## src/rtl/serial_subtractor.sv

```systemverilog
// Bit-serial subtractor: LSB-first full-subtractor chain,
// one result bit per clock, WIDTH+2 cycles per operation.
module serial_subtractor #(
    parameter int WIDTH = 8
) (
    input  logic             clk,
    input  logic             rst_n,
    input  logic             start,
    input  logic [WIDTH-1:0] a,
    input  logic [WIDTH-1:0] b,
    output logic             busy,
    output logic             done,
    output logic [WIDTH-1:0] diff,
    output logic             borrow_out
);

    localparam int CW = $clog2(WIDTH + 1);

    typedef enum logic [1:0] {
        IDLE = 2'd0,
        RUN  = 2'd1,
        DONE = 2'd2
    } state_t;

    state_t           state_q, state_d;
    logic [WIDTH-1:0] a_sh_q, a_sh_d;
    logic [WIDTH-1:0] b_sh_q, b_sh_d;
    logic [WIDTH-1:0] res_q, res_d;
    logic             br_q, br_d;
    logic [CW-1:0]    cnt_q, cnt_d;
    logic [WIDTH-1:0] diff_q, diff_d;
    logic             borrow_q, borrow_d;
    logic             done_q, done_d;
    logic             busy_q, busy_d;

    logic             load;
    logic             d_bit;
    logic             br_nx;

    // One-bit full subtractor on the operand LSBs and the running borrow.
    always_comb begin
        d_bit = a_sh_q[0] ^ b_sh_q[0] ^ br_q;
        br_nx = (~a_sh_q[0] & b_sh_q[0])
              | (~(a_sh_q[0] ^ b_sh_q[0]) & br_q);
    end

    // Next-state and datapath; the DONE exit edge is also the
    // first edge at which a new start can be taken.
    always_comb begin
        state_d  = state_q;
        a_sh_d   = a_sh_q;
        b_sh_d   = b_sh_q;
        res_d    = res_q;
        br_d     = br_q;
        cnt_d    = cnt_q;
        diff_d   = diff_q;
        borrow_d = borrow_q;
        done_d   = 1'b0;
        busy_d   = busy_q;
        load     = 1'b0;

        unique case (state_q)
            IDLE: begin
                load = start;
            end
            RUN: begin
                if (cnt_q == CW'(WIDTH)) begin
                    diff_d   = res_q;
                    borrow_d = br_q;
                    done_d   = 1'b1;
                    state_d  = DONE;
                end else begin
                    a_sh_d = a_sh_q >> 1;
                    b_sh_d = b_sh_q >> 1;
                    res_d  = (res_q >> 1)
                           | (WIDTH'(d_bit) << (WIDTH - 1));
                    br_d   = br_nx;
                    cnt_d  = cnt_q + CW'(1);
                end
            end
            DONE: begin
                load    = start;
                state_d = IDLE;
                busy_d  = 1'b0;
            end
            default: begin
                state_d = IDLE;
                busy_d  = 1'b0;
            end
        endcase

        if (load) begin
            a_sh_d  = a;
            b_sh_d  = b;
            res_d   = '0;
            br_d    = 1'b0;
            cnt_d   = '0;
            busy_d  = 1'b1;
            state_d = RUN;
        end
    end

    // State and registered outputs, all cleared by async reset.
    always_ff @(posedge clk or negedge rst_n) begin
        if (!rst_n) begin
            state_q  <= IDLE;
            a_sh_q   <= '0;
            b_sh_q   <= '0;
            res_q    <= '0;
            br_q     <= 1'b0;
            cnt_q    <= '0;
            diff_q   <= '0;
            borrow_q <= 1'b0;
            done_q   <= 1'b0;
            busy_q   <= 1'b0;
        end else begin
            state_q  <= state_d;
            a_sh_q   <= a_sh_d;
            b_sh_q   <= b_sh_d;
            res_q    <= res_d;
            br_q     <= br_d;
            cnt_q    <= cnt_d;
            diff_q   <= diff_d;
            borrow_q <= borrow_d;
            done_q   <= done_d;
            busy_q   <= busy_d;
        end
    end

    assign busy       = busy_q;
    assign done       = done_q;
    assign diff       = diff_q;
    assign borrow_out = borrow_q;

endmodule

```

## config.mk

```make
export PLATFORM = sky130hd
export DESIGN_NAME = serial_subtractor
export DESIGN_NICKNAME = d
export VERILOG_FILES = /design/src/rtl/serial_subtractor.sv
export SDC_FILE = /design/constraint.sdc
export NUM_CORES = 1
export LEC_CHECK = 0
export BUFFER_PORTS_ARGS = -buffer_cell sky130_fd_sc_hd__buf_4
export CAP_MARGIN = 20
export CORE_MARGIN = 1.5
export CORE_UTILIZATION = 50
export DETAILED_ROUTE_END_ITERATION = 12
export PLACE_DENSITY = 0.73
export SYNTH_ARGS = -nofsm -noshare
export SYNTH_HDL_FRONTEND = slang
export SYNTH_SLANG_ARGS = --single-unit
```

## constraint.sdc

```tcl
create_clock -name clk -period 1.66 [get_ports clk]
set_clock_uncertainty 0.2 [all_clocks]
set_input_delay 0.498 -clock clk [delete_from_list [all_inputs] [get_ports clk]]
set_output_delay 0.498 -clock clk [all_outputs]
set_load 0.02 [all_outputs]
```

-- Word-level counts from Yosys, hierarchy flattened
Cells that the tools add are included.
- output and inout port bits: 11
- word-level logic and storage cells: 56
- bits of input ports: 19
- flip-flop bits (word level): 42
- mux-type cells: 23
- eq/ne operators: 7
- reductions and logical operators: 7
- $add $sub $neg: 1
- bitwise gates (word level): 8
- operators by type and width (cell ; count):
    8-bit 2-to-1 mux ; 9
    4-bit 2-to-1 mux ; 3
    1-bit 2-to-1 mux ; 8
    7-bit by 8-bit OR with 8-bit output ; 1
    2-bit AND reduction ; 3
    4-bit by 1-bit adder with 4-bit output, second input constant ; 1
    4-bit == test, second input constant ; 1
    2-bit 2-to-1 mux ; 2
    2-bit != test, second input constant ; 2
    2-bit case mux with 2 select lines ; 1
    2-bit OR reduction ; 2
    3-bit != test, second input constant ; 1
    1-bit bitwise AND ; 2
    2-bit by 1-bit == test with 1-bit output, second input constant ; 1
    2-bit == test, second input constant ; 1
    2-bit logical NOT ; 1
    2-bit by 1-bit != test with 1-bit output, second input constant ; 1
    1-bit NOT ; 2
    2-bit nonzero test ; 1
    1-bit bitwise XOR ; 2
    1-bit OR ; 1

-- Depth between registers and ports, before layout
- depth after elaboration: 7
- depth in mapped cells: 6
- gate-level depth less buffers: 5

-- Least setup slack after synthesis
OpenSTA, ideal clock, no wires.
- path type: reg2reg
- start point: register cnt_q[0]
- end point: register borrow_q, in the netlist borrow_out
- data required time: 1335 ps
- path buffers: 0
- library setup time: 125 ps
- slack: 17 ps
- arrival time: 1318 ps
- stages on the path, launching flop included: 6
- cell sequence: dfrtp_1 > inv_1 > ha_1 > nand3b_4 > nor2_8 > mux2_2
- cells in the longest elaborated chain, start to end: 2
- ends and longest elaborated chain (item ; RTL line ; text):
    from (decl) ; 30 ; logic [CW-1:0] cnt_q, cnt_d;
    from (signal assigned) ; 122 ; cnt_q <= cnt_d;
    4-bit == test ; 67 ; if (cnt_q == CW'(WIDTH)) begin
    2-bit AND reduction (no line) ; - ;
    to (signal assigned) ; 124 ; borrow_q <= borrow_d;
    to (decl) ; 32 ; logic borrow_q, borrow_d;
Every way passes these cells.
A chain may end at the register's enable or synchronous reset.

-- Final worst setup path
- start point: register cnt_q[1]
- end point: register diff_q[3], in the netlist diff[3]
- cells in the longest elaborated chain, start to end: 2
- ends and longest elaborated chain (item ; RTL line ; text):
    4-bit == test ; 67 ;
    2-bit AND reduction (no line) ; - ;
    to (signal assigned) ; 123 ; diff_q <= diff_d;
    to (decl) ; 31 ; logic [WIDTH-1:0] diff_q, diff_d;
Every way passes these cells.

==> impl_metrics.json <==
{
  "synth_top_area_share_pct": 54.83,
  "gp_congestion": 0.8029,
  "tightest_slew_ns": 0.6090,
  "layout-drive-gt1-share_pct": 34.80,
  "routed_via_density": 5.800,
  "numCtsBuffers": 5,
  "cp.arrival_ns": 1.66,
  "synthArstFlopShare_pct": 100.0,
  "ir_drop_mv": 1.027,
  "syn_area_per_cell_sq_um": 10.71,
  "ys_ff_latch": 42,
  "fp.dieW_microns": 64.92,
  "max_freq_ghz": 0.5939,
  "dieArea_sq_mm": 0.004214,
  "tritoncts": "yes",
  "clk_pin_slew_ns": 0.07,
  "htreeDepth": 2,
  "grt_antenna_before_repair": 0,
  "clock_latency_ns": 0.30,
  "detail_route.wl_per_cell_microns": 16.54,
  "synth_area_leader_cell": "dfrtp_1",
  "nFillCells": 291,
  "drv_slew": 0,
  "hold_slack_ns": 0.2066,
  "rsz0062_at_grt": "true",
  "syn-cell-area_sq_mm": 0.001917,
  "dp_cells": 258,
  "finalCritPeriodShare_pct": 101.4,
  "relSlewSlack_pct": 59.22,
  "synthTopCellsByCount": "dfrtp_1 (42), o21ai_0 (23), nand3_1 (13)",
  "finalCriticalPeriod_ns": 1.684,
  "crit_required_ns": 1.64,
  "grt_start_max_net_pins": 43,
  "die_y_microns": 64.92,
  "rows": 22,
  "grt_pass1_vias": 1587,
  "core_area_sq_mm": 0.003661,
  "p_leak_uw": 0.001157,
  "syn_nets": 201,
  "ant_nets": 0,
  "vias": 1595,
  "hold_viol": 0,
  "synth_edf_count": 0,
  "outcome": "complete, but fails checks",
  "place_ws_ns": -0.3970,
  "worstHoldStart": "b[7]",
  "wl_microns": 4548,
  "stdcell_count": 275,
  "yosys_warnings": 0,
  "violations": "setup timing",
  "synth_ff_type": "dfrtp_1",
  "synthDistinctLibCells": 33,
  "min_path_type": "in2reg",
  "synth_area_leaders": "dfrtp_1 (55%), o21ai_0 (6.0%), mux2_2 (4.7%), nand3_1 (3.4%), a31oi_1 (3.3%)",
  "drt_iter0_drc": 100,
  "insertedDiodeCount": 0,
  "max-clock-path-buffers": 2,
  "setup_violations": 4,
  "globalRouteOverflowTotal": 0,
  "yosysMostFrequentCell": "dfrtp_1",
  "nNetsFinal": 250,
  "start_kind": "flip-flop",
  "io_buffers": 29,
  "grt_usage_pct": 23.52,
  "grt_pass1_wl_microns": 7472,
  "finalPower_uw": 4649,
  "seq_area_frac_synth_pct": 54.83,
  "initial_core_util_pct": 52.36,
  "r2r-start": "cnt_q[1]$_DFFE_PN0P_",
  "ios": 30,
  "timing.final.ws_setup_ns": -0.02383,
  "drc_errors": 0,
  "synthCells": 179,
  "worstSetupPathType": "reg2reg",
  "first_pass_iters": 4,
  "multi_input_area_sq_um": 819.5,
  "clock_sinks": 42,
  "p_per_area_mw_per_mm2": 1908,
  "critPathLaunch": "cnt_q[1]$_DFFE_PN0P_",
  "area_growth_pct": 27.09,
  "cts_root_buffer": "clkbuf_8",
  "crit_path_end_kind": "flip-flop",
  "regArea_sq_mm": 0.001051,
  "critical_path.max_fanout": 5,
  "maxCapViolations": 0,
  "hpwl_microns": 2781
}
==> state kept, by name (all words and copies together), names as in the netlist <==
signal,cells
state_q,2
br_q,1
b_sh_q,8
a_sh_q,8
borrow_out,1
cnt_q,4
res_q,8
done,1
busy,1
diff,8
==> repair_timing <==
action | 4_1_cts | 5_1_grt
endpoints found under the setup margin | 36 | 31
pin swaps | 3 | 1
hold buffers | 1 | 0
buffers inserted | 3 | 4
cloned | 2 | 1
endpoints found under the hold margin | 42 | 0
gates resized for setup | 7 | 5
==> cell usage in the layout, fill, tap and decap left out, types with 2 or more instances in the layout <==
cell type  instances
buf_6              3
nor2_1            11
a21oi_1           11
a31oi_1           10
inv_2              2
mux2_2             7
o21ai_0           23
inv_1              3
nor2_4             2
dfrtp_1           42
buf_4             48
and2_1             4
and3_1             4
a221o_1            4
nand3_1           13
nand2_1           11
clkbuf_8           6
==> metrics by stage <==
stage                     instance area [sq um]  utilization [%]  TNS (ns)
after floorplan                            1917                -         0
after global placement                     2222            60.70    -4.636
after detailed placement                   2222            60.70    -6.285
after CTS                                  2381            65.04  -0.01509
after global routing                       2436            66.54   -0.9751
final                                      2436            66.54  -0.06159
==> critical path, stage by stage, from the launching register on <==
cell	delay [ns]
dfrtp_1	0.39
inv_2	0.09
ha_4	0.17
nand3b_4	0.15
nor2_8	0.21
mux2_2	0.35
==> report_power, final <==
part / internal [uW] / leakage [uW] / total, uW / switching [uW]
clock network: 321 / 0.0000431 / 652 / 331
logic: 1060 / 0.000587 / 2230 / 1180
registers: 1480 / 0.000526 / 1760 / 286
==> area by class of cell <==
| type | instances | share of cell area, % |
|---|---|---|
| Timing Repair Buffer | 52 | 16.59 |
| Sequential cell | 42 | 43.14 |
| Clock buffer | 6 | 3.390 |
| Inverter | 5 | 0.7704 |
| Tap cell | 48 | 2.465 |
| Multi-Input combinational cell | 122 | 33.64 |
==> cell families after synthesis <==
| kind of cell | count (synthesis) | share of synthesized area, % |
|---|---|---|
| compound gates | 52 | 15.60 |
| xor+xnor | 1 | 0.4570 |
| fa+ha+maj | 3 | 2.350 |
| buf+inv | 18 | 5.418 |
| flops | 42 | 54.83 |
| mux | 9 | 5.287 |
| simple gates | 54 | 16.06 |
==> worst paths after layout <==
| kind | slack [ns] | cells past startpoint | endpoint |
|---|---|---|---|
| hold reg to reg | 0.29 | 1 | busy$_DFFE_PN0P_ |
| setup / recovery | -0.02 | 5 | diff[3]$_DFFE_PN0P_ |
| setup reg to reg | -0.02 | 5 | diff[3]$_DFFE_PN0P_ |
| min in group asynchronous | 0.52 | 2 | b_sh_q[2]$_DFFE_PN0P_ |
| max in group asynchronous | 0.38 | 2 | diff[3]$_DFFE_PN0P_ |
| hold / removal | 0.21 | 3 | b_sh_q[7]$_DFFE_PN0P_ |
==> metal layers <==
metal	vias to the layer above	wire, microns	GRT usage [%]	share of wire [%]
met4	0	72	9.309	1.6
met1	790	1913	31.15	42
met5	-	0	0	0
met2	60	2293	37.11	50
li1	736	-	-	-
met3	9	269	5.903	5.9
(Power assumes the default switching activity.)
